[src/rtl/huffman_pkg.sv]
// Shared constants, state encoding and code-table entry type for the Huffman bit packer.
//   NSYM    number of legal symbols (gray values 1..NSYM)
//   DW      width of gray_data, HCn, Mn and out_byte
//   MAXLEN  longest code length in bits
//   ACC_W   bit-accumulator width
//   CNT_W   width of the packed-bit counter
package huffman_pkg;

  localparam int unsigned NSYM   = 6;
  localparam int unsigned DW     = 8;
  localparam int unsigned MAXLEN = 7;
  localparam int unsigned ACC_W  = 16;
  localparam int unsigned CNT_W  = 16;
  localparam int unsigned LEN_W  = 3;
  // fill never exceeds 7 + MAXLEN = 14, so 5 bits is enough
  localparam int unsigned FILL_W = 5;

  typedef enum logic [1:0] {
    StIdle,
    StRun,
    StFlush
  } state_e;

  typedef struct packed {
    logic [MAXLEN-1:0] code;
    logic [LEN_W-1:0]  len;
  } code_entry_t;

  // Code length is the popcount of the low-aligned mask, clipped to MAXLEN.
  function automatic logic [LEN_W-1:0] mask_len(input logic [DW-1:0] mask);
    int unsigned cnt;
    cnt = 0;
    for (int i = 0; i < DW; i++) begin
      cnt = cnt + 32'(mask[i]);
    end
    if (cnt > MAXLEN) cnt = MAXLEN;
    return cnt[LEN_W-1:0];
  endfunction

endpackage

[src/rtl/huffman_code_lut.sv]
// Registered symbol code table with combinational lookup.
//   clk, rst_n   clock and synchronous active-low reset (clears the table)
//   load         capture codes/masks this cycle
//   codes        NSYM right-aligned codes, entry 0 = symbol 1
//   masks        NSYM low-aligned masks; popcount gives the code length
//   sym          symbol to look up
//   entry        {code, len} for sym (zero when illegal)
//   illegal      sym is 0 or greater than NSYM
module huffman_code_lut
  import huffman_pkg::*;
(
  input  logic                      clk,
  input  logic                      rst_n,
  input  logic                      load,
  input  logic [NSYM-1:0][DW-1:0]   codes,
  input  logic [NSYM-1:0][DW-1:0]   masks,
  input  logic [DW-1:0]             sym,
  output code_entry_t               entry,
  output logic                      illegal
);

  code_entry_t lut_q [NSYM];

  always_ff @(posedge clk) begin
    if (!rst_n) begin
      for (int i = 0; i < NSYM; i++) lut_q[i] <= '0;
    end else if (load) begin
      for (int i = 0; i < NSYM; i++) begin
        // Mask the code so stray bits above the code length never reach the accumulator
        lut_q[i].code <= MAXLEN'(codes[i] & masks[i]);
        lut_q[i].len  <= mask_len(masks[i]);
      end
    end
  end

  always_comb begin
    entry   = '0;
    illegal = 1'b1;
    for (int i = 0; i < NSYM; i++) begin
      if (sym == DW'(i + 1)) begin
        entry   = lut_q[i];
        illegal = 1'b0;
      end
    end
  end

endmodule

[src/rtl/huffman_bitpacker.sv]
// Packs per-pixel variable-length Huffman codes MSB-first into bytes.
//   clk, rst_n          clock, synchronous active-low reset
//   code_valid          table load pulse (honoured only when idle)
//   HC1..HC6, M1..M6    per-symbol code and low-aligned mask
//   in_valid/in_ready   pixel handshake; in_last marks the final pixel
//   gray_data           pixel symbol
//   out_valid/out_ready byte handshake
//   out_byte            packed bits, bit 7 first
//   out_nbits           valid bits in out_byte, left-aligned
//   out_last            final byte of the image
//   bit_cnt             saturating count of code bits packed since table load
//   err_sym             sticky illegal-symbol flag
//   done                one-cycle pulse after the last byte handshake
module huffman_bitpacker
  import huffman_pkg::*;
(
  input  logic             clk,
  input  logic             rst_n,
  input  logic             code_valid,
  input  logic [DW-1:0]    HC1,
  input  logic [DW-1:0]    HC2,
  input  logic [DW-1:0]    HC3,
  input  logic [DW-1:0]    HC4,
  input  logic [DW-1:0]    HC5,
  input  logic [DW-1:0]    HC6,
  input  logic [DW-1:0]    M1,
  input  logic [DW-1:0]    M2,
  input  logic [DW-1:0]    M3,
  input  logic [DW-1:0]    M4,
  input  logic [DW-1:0]    M5,
  input  logic [DW-1:0]    M6,
  input  logic             in_valid,
  input  logic             in_last,
  input  logic [DW-1:0]    gray_data,
  output logic             in_ready,
  output logic             out_valid,
  input  logic             out_ready,
  output logic [DW-1:0]    out_byte,
  output logic [3:0]       out_nbits,
  output logic             out_last,
  output logic [CNT_W-1:0] bit_cnt,
  output logic             err_sym,
  output logic             done
);

  localparam logic [FILL_W-1:0] ByteBits = FILL_W'(8);

  state_e              state_q, state_d;
  logic [ACC_W-1:0]    acc_q, acc_d;
  logic [FILL_W-1:0]   fill_q, fill_d;
  logic [CNT_W-1:0]    bit_cnt_q, bit_cnt_d;
  logic                err_sym_q, err_sym_d;
  logic                out_valid_q, out_valid_d;
  logic [DW-1:0]       out_byte_q, out_byte_d;
  logic [3:0]          out_nbits_q, out_nbits_d;
  logic                out_last_q, out_last_d;
  logic                done_q, done_d;

  logic [NSYM-1:0][DW-1:0] codes, masks;
  code_entry_t             lut_entry;
  logic                    lut_illegal;
  logic                    load, accept, pop;
  logic [FILL_W-1:0]       pop_amt;
  logic [LEN_W-1:0]        push_len;
  logic [CNT_W:0]          bit_sum;

  assign codes = {HC6, HC5, HC4, HC3, HC2, HC1};
  assign masks = {M6, M5, M4, M3, M2, M1};
  assign load  = code_valid && (state_q == StIdle);

  huffman_code_lut u_lut (
    .clk     (clk),
    .rst_n   (rst_n),
    .load    (load),
    .codes   (codes),
    .masks   (masks),
    .sym     (gray_data),
    .entry   (lut_entry),
    .illegal (lut_illegal)
  );

  assign in_ready = (state_q == StRun) && (fill_q < ByteBits);
  assign accept   = in_valid && in_ready;
  assign pop      = out_valid_q && out_ready;
  assign pop_amt  = !pop ? '0 : ((fill_q >= ByteBits) ? ByteBits : fill_q);

  always_comb begin
    state_d   = state_q;
    acc_d     = acc_q;
    bit_cnt_d = bit_cnt_q;
    err_sym_d = err_sym_q;
    push_len  = '0;
    bit_sum   = {1'b0, bit_cnt_q} + {{(CNT_W + 1 - LEN_W){1'b0}}, lut_entry.len};

    if (accept) begin
      if (lut_illegal) begin
        err_sym_d = 1'b1;
      end else begin
        push_len  = lut_entry.len;
        acc_d     = (acc_q << lut_entry.len) | ACC_W'(lut_entry.code);
        bit_cnt_d = bit_sum[CNT_W] ? '1 : bit_sum[CNT_W-1:0];
      end
    end
    // Push and pop may coincide; both apply
    fill_d = fill_q + FILL_W'(push_len) - pop_amt;

    unique case (state_q)
      StIdle: begin
        if (code_valid) begin
          state_d   = StRun;
          acc_d     = '0;
          fill_d    = '0;
          bit_cnt_d = '0;
          err_sym_d = 1'b0;
        end
      end
      StRun: begin
        if (accept && in_last) state_d = StFlush;
      end
      StFlush: begin
        if (pop && out_last_q) state_d = StIdle;
      end
      default: state_d = StIdle;
    endcase
  end

  // Output stage is computed from next-state so a byte appears one cycle after the push that
  // completed it, and holds naturally while stalled (no push or pop changes acc/fill).
  always_comb begin
    out_valid_d = (fill_d >= ByteBits) ||
                  ((state_d == StFlush) && ((fill_d != '0) || (bit_cnt_d == '0)));
    out_byte_d  = '0;
    out_nbits_d = '0;
    out_last_d  = 1'b0;
    if (out_valid_d) begin
      // Oldest live bit is acc[fill-1]; shifting {acc, 8'h00} right by fill left-aligns it
      // at bit 7 and zero-pads a short final byte.
      out_byte_d  = DW'({acc_d, 8'h00} >> fill_d);
      out_nbits_d = (fill_d >= ByteBits) ? 4'd8 : fill_d[3:0];
      out_last_d  = (state_d == StFlush) && (fill_d <= ByteBits);
    end
    done_d = (state_q == StFlush) && pop && out_last_q;
  end

  always_ff @(posedge clk) begin
    if (!rst_n) begin
      state_q     <= StIdle;
      acc_q       <= '0;
      fill_q      <= '0;
      bit_cnt_q   <= '0;
      err_sym_q   <= 1'b0;
      out_valid_q <= 1'b0;
      out_byte_q  <= '0;
      out_nbits_q <= '0;
      out_last_q  <= 1'b0;
      done_q      <= 1'b0;
    end else begin
      state_q     <= state_d;
      acc_q       <= acc_d;
      fill_q      <= fill_d;
      bit_cnt_q   <= bit_cnt_d;
      err_sym_q   <= err_sym_d;
      out_valid_q <= out_valid_d;
      out_byte_q  <= out_byte_d;
      out_nbits_q <= out_nbits_d;
      out_last_q  <= out_last_d;
      done_q      <= done_d;
    end
  end

  assign out_valid = out_valid_q;
  assign out_byte  = out_byte_q;
  assign out_nbits = out_nbits_q;
  assign out_last  = out_last_q;
  assign bit_cnt   = bit_cnt_q;
  assign err_sym   = err_sym_q;
  assign done      = done_q;

endmodule

[config.mk]
export PLATFORM = sky130hd
export DESIGN_NAME = huffman_bitpacker
export DESIGN_NICKNAME = d
export VERILOG_FILES = /design/src/rtl/huffman_pkg.sv /design/src/rtl/huffman_code_lut.sv /design/src/rtl/huffman_bitpacker.sv
export SDC_FILE = /design/constraint.sdc
export NUM_CORES = 1
export LEC_CHECK = 0
export ABC_AREA = 0
export CORE_MARGIN = 3
export CORE_UTILIZATION = 37
export DETAILED_ROUTE_END_ITERATION = 6
export PLACE_DENSITY_LB_ADDON = 0.25
export SYNTH_ARGS = -nofsm -noshare
export SYNTH_HDL_FRONTEND = slang
export SYNTH_SLANG_ARGS = --single-unit
[constraint.sdc]
create_clock -name clk -period 12.4 [get_ports clk]
set_input_delay 3.72 -clock clk [delete_from_list [all_inputs] [get_ports clk]]
set_output_delay 3.72 -clock clk [all_outputs]
set_load 0.05 [all_outputs]
==> impl_results.md, run 1 <==
- Drt wl/cell: 17.35 µm
- Post-synth EDFFs: 60
- TritonCTS Sinks: 115
- Met3 wire len: 1373 µm
- RePlAce Congestion: 0.9007
- FF+latch count, synth: approximately 120
- Standard-cell rows: 52
- Longest Clk Path Bufs: 2
- Die H: around 150 µm
- Syn Area/Cell: 9.137 µm²
- H-tree Lvls: 4
- Post-CTS Setup Bufs: 0
- Register area share after synthesis: 36.73%
- PD cells: 110.9 nW/µm²
- Gr ovfl total: 0
- Drc violations: 0
- Max VDD drop: 0.00007833 V
- Clk root buf: clkbuf_16
- Reg clk slew, reported paths: around 0.05 ns
- Endpoints failing setup: 0
- Vias: 7059
- IO Port Bufs: 136
- CP max FO: 26
- RSZ-0062 raised after global routing: no
- Cells after Synth: 865
- Min Clock Period, post-route: 9.838 ns
- Max Cap Viol: 0
- Worst Hold Margin: 0.4823 ns
- CP delay by family, top: buffers and inverters
- Clock Latency Late Sink: 0.43 ns
- Hold/Removal Path Class: reg -> reg
- Worst slew pin tran: 1.052 ns
- Crit start category: primary input
- Die footprint: 23150 µm²
- Finished Cell Area: 10070 µm²
- GRT Total Usage: 18.76%
- F_max: slightly above 100 MHz
- Area grow syn2layout: 27.40%
- Max Slew Vio Count: 0
- First-pass GRT wire length: 35370 µm
- DRT iter0 DRCs: 702
- FFs w/ async S/R, synth: 0%
- CTS tree: built
- CP required: between 10 and 15 ns
- Synth Net Count: 1030
- Die boundary width: ~150 µm
- CP peak stage delay: about 1.2 ns
- Ant. Diodes: 0
- Largest net degree at the start of global routing: 80
- Synth Flop Type: edfxtp_1
- Vias in the first global route: 6945
- DP HPWL: 16550 µm
- Met2 wire length: approximately 10000 µm
- Yosys Warn Count: 0
- CTS Hold Bufs: 0
- Initial antenna violation count: 0
- Hold Fails Final Rpt: 0
- Netlist cell types: 79
- Critical Path Slowest Stage Cell: clkdlybuf4s50_1
- Crit-path cells: clkdlybuf4s50_1 -> mux2i_1 -> o211a_1 -> or4_4 -> nor2_1 -> inv_1 -> fa_1 -> fa_1 -> buf_4 -> clkinv_1 -> nor2_1 -> a31oi_1 -> o31a_1 -> a41oi_2 -> inv_1 -> o2111ai_1 -> o31ai_1
- Critical Path End Type: register
- Post-CTS sizing: 0
- Fillers: 1944
- Nets: 1148
- Max Used Layer: met4
- DP Area: 9468 µm²
- Final worst path period share: about four fifths
- Initial Util: approximately two fifths
- Worst Path Buf+Inv: 5
- Inserted Clock Buffers: 17
- Status: completed
- Routed Antenna Nets: 0
- FF/Latch Area: a little under 3000 µm²
- Relative slew slack: 29.62%
- Area of the multi-input gates: 4524 µm²
- Met1 WL: between 9000 and 10000 µm
- Critical path class: in -> reg
- Post-Route WL: between 20000 and 25000 µm
- Share of cells above drive strength 1: under 10%
- Layout Skew: 0.008868 ns
- Via-to-Cell Ratio: 5.576
- IO Count: 143
- Leak pwr: 0.004010 µW
- Synthesized area: ~8000 µm²
- CP Data Arrival Time: 10.12 ns
- DRT Pass-1 Iters: 5
- Fin Setup TNS: 0 ns
- Core footprint: 20620 µm²
## registers in the layout (all words and copies together), names as in the netlist
name         count
u_lut.lut_q     60
acc_q           16
bit_cnt         16
out_byte         8
fill_q           5
out_nbits        4
state_q          2
done             1
err_sym          1
out_last         1
out_valid        1
## cells in the final DEF (no fill, tap or decap), drive strengths merged, types with 7 or more instances in the layout
master | netlist | layout
a221oi | 7 | 7
o21ai | 33 | 33
nor2b | 10 | 10
nand3 | 33 | 33
clkbuf | 29 | 21
a21oi | 50 | 50
o211ai | 11 | 11
nor4 | 10 | 10
nor3 | 26 | 26
mux2i | 19 | 19
clkinv | 1 | 8
fa | 28 | 28
mux2 | 16 | 16
a21o | 10 | 10
edfxtp | 60 | 60
buf | 16 | 8
a211oi | 14 | 14
dfxtp | 55 | 55
clkdlybuf4s50 | 0 | 136
nor2 | 101 | 101
and3 | 55 | 55
ha | 27 | 27
nand2 | 49 | 49
a31oi | 9 | 9
and2 | 7 | 7
inv | 74 | 74
## cells in the mapped netlist (4+ instances only)
cell type | n | area [µm²]
nand2b_1 | 6 | 37.54
a311oi_1 | 4 | 35.03
nand3_1 | 33 | 165.2
inv_1 | 72 | 270.3
a221oi_1 | 7 | 61.31
dfxtp_1 | 55 | 1101
o31ai_1 | 6 | 45.04
xnor2_1 | 6 | 52.55
o21ai_1 | 5 | 25.02
mux2_2 | 15 | 168.9
a221o_1 | 4 | 40.04
a21oi_1 | 50 | 250.2
fa_1 | 28 | 560.5
mux2i_1 | 19 | 190.2
mux4_2 | 6 | 135.1
o221ai_1 | 6 | 52.55
a21o_1 | 10 | 75.07
o211ai_1 | 11 | 82.58
a211o_1 | 4 | 35.03
and3_1 | 55 | 344.1
a31oi_1 | 9 | 56.30
nor4_1 | 10 | 62.56
o21ai_0 | 28 | 140.1
nand2_1 | 47 | 176.4
clkbuf_1 | 29 | 108.9
o21a_1 | 4 | 30.03
a41oi_1 | 4 | 35.03
ha_1 | 27 | 337.8
buf_2 | 11 | 55.05
edfxtp_1 | 60 | 1802
and2_1 | 7 | 43.79
nor3_1 | 25 | 125.1
nor2_1 | 100 | 375.4
a211oi_1 | 14 | 105.1
nand4_1 | 5 | 31.28
nor2b_1 | 10 | 62.56
## metal layers
layer	up-vias	GRT usage, %
met4	0	6.421
met2	261	31.05
met3	36	3.919
met1	3344	24.52
li1	3418	-
met5	-	0
## cells by family (layout without fill, tap and decap cells)
logic type	Yosys count	count (layout)	share of synthesized area (%)
flops	115	115	36.73
simple gates	322	322	20.42
buf+inv	120	251	6.158
fa+ha+maj	55	55	11.37
compound gates	203	203	17.89
mux	41	41	6.443
xor+xnor	9	9	0.9974
## worst paths after layout
kind / slack, ns / startpoint / to / cells past startpoint
min reg2reg: 0.48 / err_sym / err_sym / 2
max reg2reg: 6.80 / state_q[0] / out_byte[0] / 16
max: 2.56 / gray_data[1] / out_byte[0] / 17
min: 0.48 / err_sym / err_sym / 2
## metrics by stage
step / power (µW) / util, % / instances / worst slack (ns)
final: 1117 / 48.82 / 1266 / 2.562
after global routing: 1166 / 48.82 / 1266 / 2.165
after CTS: 1130 / 48.82 / 1266 / 2.631
after detailed placement: 615.9 / 45.91 / 1234 / 2.219
after global placement: 612.5 / 45.91 / 1234 / 2.289
after floorplan: 545.2 / - / 865 / 4.280
## layout make-up
class,instances,area share [%]
well taps,270,3.355
flip-flops and latches,115,28.83
clock buffers,21,4.374
inverters,75,2.796
multi-input cells,630,44.93
clock inverters,11,1.603
repair buffers,144,14.12
## power by group
| group | internal (µW) | switching, µW |
|---|---|---|
| registers | 424 | 6.40 |
| logic | 82.1 | 93.4 |
| clock network | 334 | 177 |
## worst min-delay path, stage by stage, from the launching register on
cell and delay, ns:
dfxtp_1 0.32, a21oi_1 0.04, nor2_1 0.08
No activity file was read; power rests on OpenSTA's default activity.
==> inputs of run 2 (changes only) <==
Clock period 12.4 ns to 9.6 ns, I/O delays scaled along.
==> run 2 against run 1 <==
Clock skew up 0.00085 ns; die area unchanged; worst setup slack worse by 1.2 ns; core utilization up 0.70 points; sequential power up 29%; sequential cell count unchanged; clock power up 40%; critical endpoint unchanged.
==> impl_results.md, run 2 (synthesis gave the netlist of run 1 again) <==
- Reg clk slew, reported paths: roughly 0.060 ns
- PD cells: 147.1 nW/µm²
- Max VDD drop: 0.0001049 V
- Total net switching power: 376.3 µW
- Pint: 1127 µW
- Clk root buf: clkbuf_16
- Sequential power share: between 30% and 40%
- First-pass GRT wire length: 36140 µm
- Post-CTS Setup Bufs: 0
- Worst slew pin tran: 0.9508 ns
- Core footprint: 20620 µm²
- IO Port Bufs: 136
- Leak pwr: 0.004088 µW
- TritonCTS Sinks: 115
- CP max FO: 14
- Commonest non-fill, non-tap cell in the layout: clkdlybuf4s50_1
- Area grow syn2layout: 29.24%
- Largest net degree at the start of global routing: 73
- Die footprint: 23150 µm²
- Die H: 152.2 µm
- Max Cap Viol: 0
- Post-Route WL: 22510 µm
- Max Slew Vio Count: 0
- DRT Pass-1 Iters: 6
- Hold Fails Final Rpt: 0
- H-tree Lvls: 4
- IO Count: approximately 140
- CP required: 9.88 ns
- Nets: approximately 1200
- Fin Setup TNS: 0 ns
- Critical Path End Type: register
- Final worst path period share: 85.99%
- Clock Latency Late Sink: approximately 0.42 ns
- Crit start category: primary input
- Min Clock Period, post-route: 8.255 ns
- Drt wl/cell: 17.62 µm
- Core Util, Final: 49.53%
- Vias: 7117
- CTS Hold Bufs: 0
- Routed Antenna Nets: 0
- Drc violations: 0
- F_max: 121.1 MHz
- Hold/Removal Path Class: reg -> reg
- Clock power share: between 40% and 50%
- Vias in the first global route: 6882
- Critical path class: in -> reg
- Via-to-Cell Ratio: 5.573
- Die boundary width: 152.2 µm
- CTS tree: built
- GRT Total Usage: between 10% and 20%
- Most frequent cells in the layout: clkdlybuf4s50_1, nor2_1, inv_1
- Endpoints failing setup: 0
- Status: completed
- CP Data Arrival Time: 8.53 ns
- Number of flip-flops in the largest register: 60
- RePlAce Congestion: 0.8746
- Net Sw Frac: about a quarter
- Top reg by flops: u_lut.lut_q
- Gr ovfl total: 0
- Initial antenna violation count: 1
- Ant. Diodes: 0
- Standard-cell rows: 52
- DP HPWL: 16970 µm
- RSZ-0062 raised after global routing: no
- Initial Util: 38.32%
- Relative slew slack: 36.48%
- Part of the power in combinational logic: approximately 15%
- Share of cells above drive strength 1: 9.335%
- Inserted Clock Buffers: 17
- DRT iter0 DRCs: about 570
- Post-CTS sizing: 0
- Layout Skew: 0.009723 ns
- Longest Clk Path Bufs: 2
==> run 2: final timing paths <==
kind                                   start           to  slack [ns]  cells after the start
worst max-delay path            gray_data[7]  out_byte[0]        1.35                     19
worst min-delay path                 err_sym      err_sym        0.47                      2
worst max register to register    state_q[0]  out_byte[0]        4.36                     18
worst min register to register       err_sym      err_sym        0.47                      2
==> run 2: final cells by class <==
cell class / instances / area (µm²)
flip-flops and latches: 115 / 2903
repair buffers: 155 / 1504
multi-input cells: 630 / 4524
clock inverters: 14 / 225.2
well taps: 270 / 337.8
inverters: 75 / 281.5
clock buffers: 18 / 439.2
fillers: 1939 / 10410
==> run 2: layer usage <==
metal	track usage [%]	wire length [µm]
met1	25.53	10090
met2	31.58	10600
met3	4.573	1397
met4	4.966	404
met5	0	13
==> run 2: critical path: stages <==
cell             delay, ns
clkdlybuf4s50_1       0.39
or4_4                 0.57
or2_1                 0.41
or4_4                 0.70
nor2_1                0.14
buf_4                 0.17
inv_1                 0.09
fa_1                  0.49
fa_1                  0.51
inv_1                 0.08
a21o_1                0.11
a21oi_1               0.07
xnor2_1               0.28
nor2_1                0.21
o31a_1                0.46
a41oi_2               0.55
inv_1                 0.18
o2111ai_1             0.14
o31ai_1               0.10
==> run 2: power by group through the flow <==
| stage | Clock [µW] | Sequential [µW] | Combinational (µW) |
|---|---|---|---|
| after floorplan | 0 | 566 | 139 |
| after global placement | 0 | 565 | 228 |
| after detailed placement | 0 | 566 | 233 |
| after CTS | 728 | 556 | 234 |
| after global routing | 750 | 558 | 262 |
| final | 716 | 556 | 232 |
==> run 2: metrics by stage <==
step / total power (µW) / instances / hold slack, ns / worst slack (ns) / instance area, µm²
final: 1503 / 1277 / 0.4711 / 1.345 / 10210
after detailed placement: 799.3 / 1245 / 0.4622 / 0.9934 / 9550
after global routing: 1570 / 1277 / 0.5113 / 1.054 / 10210
after CTS: 1518 / 1277 / 0.4794 / 1.420 / 10210
after floorplan: 704.3 / 865 / 0.4542 / 2.320 / 7904
after global placement: 793.1 / 1245 / 0.4525 / 1.041 / 9550
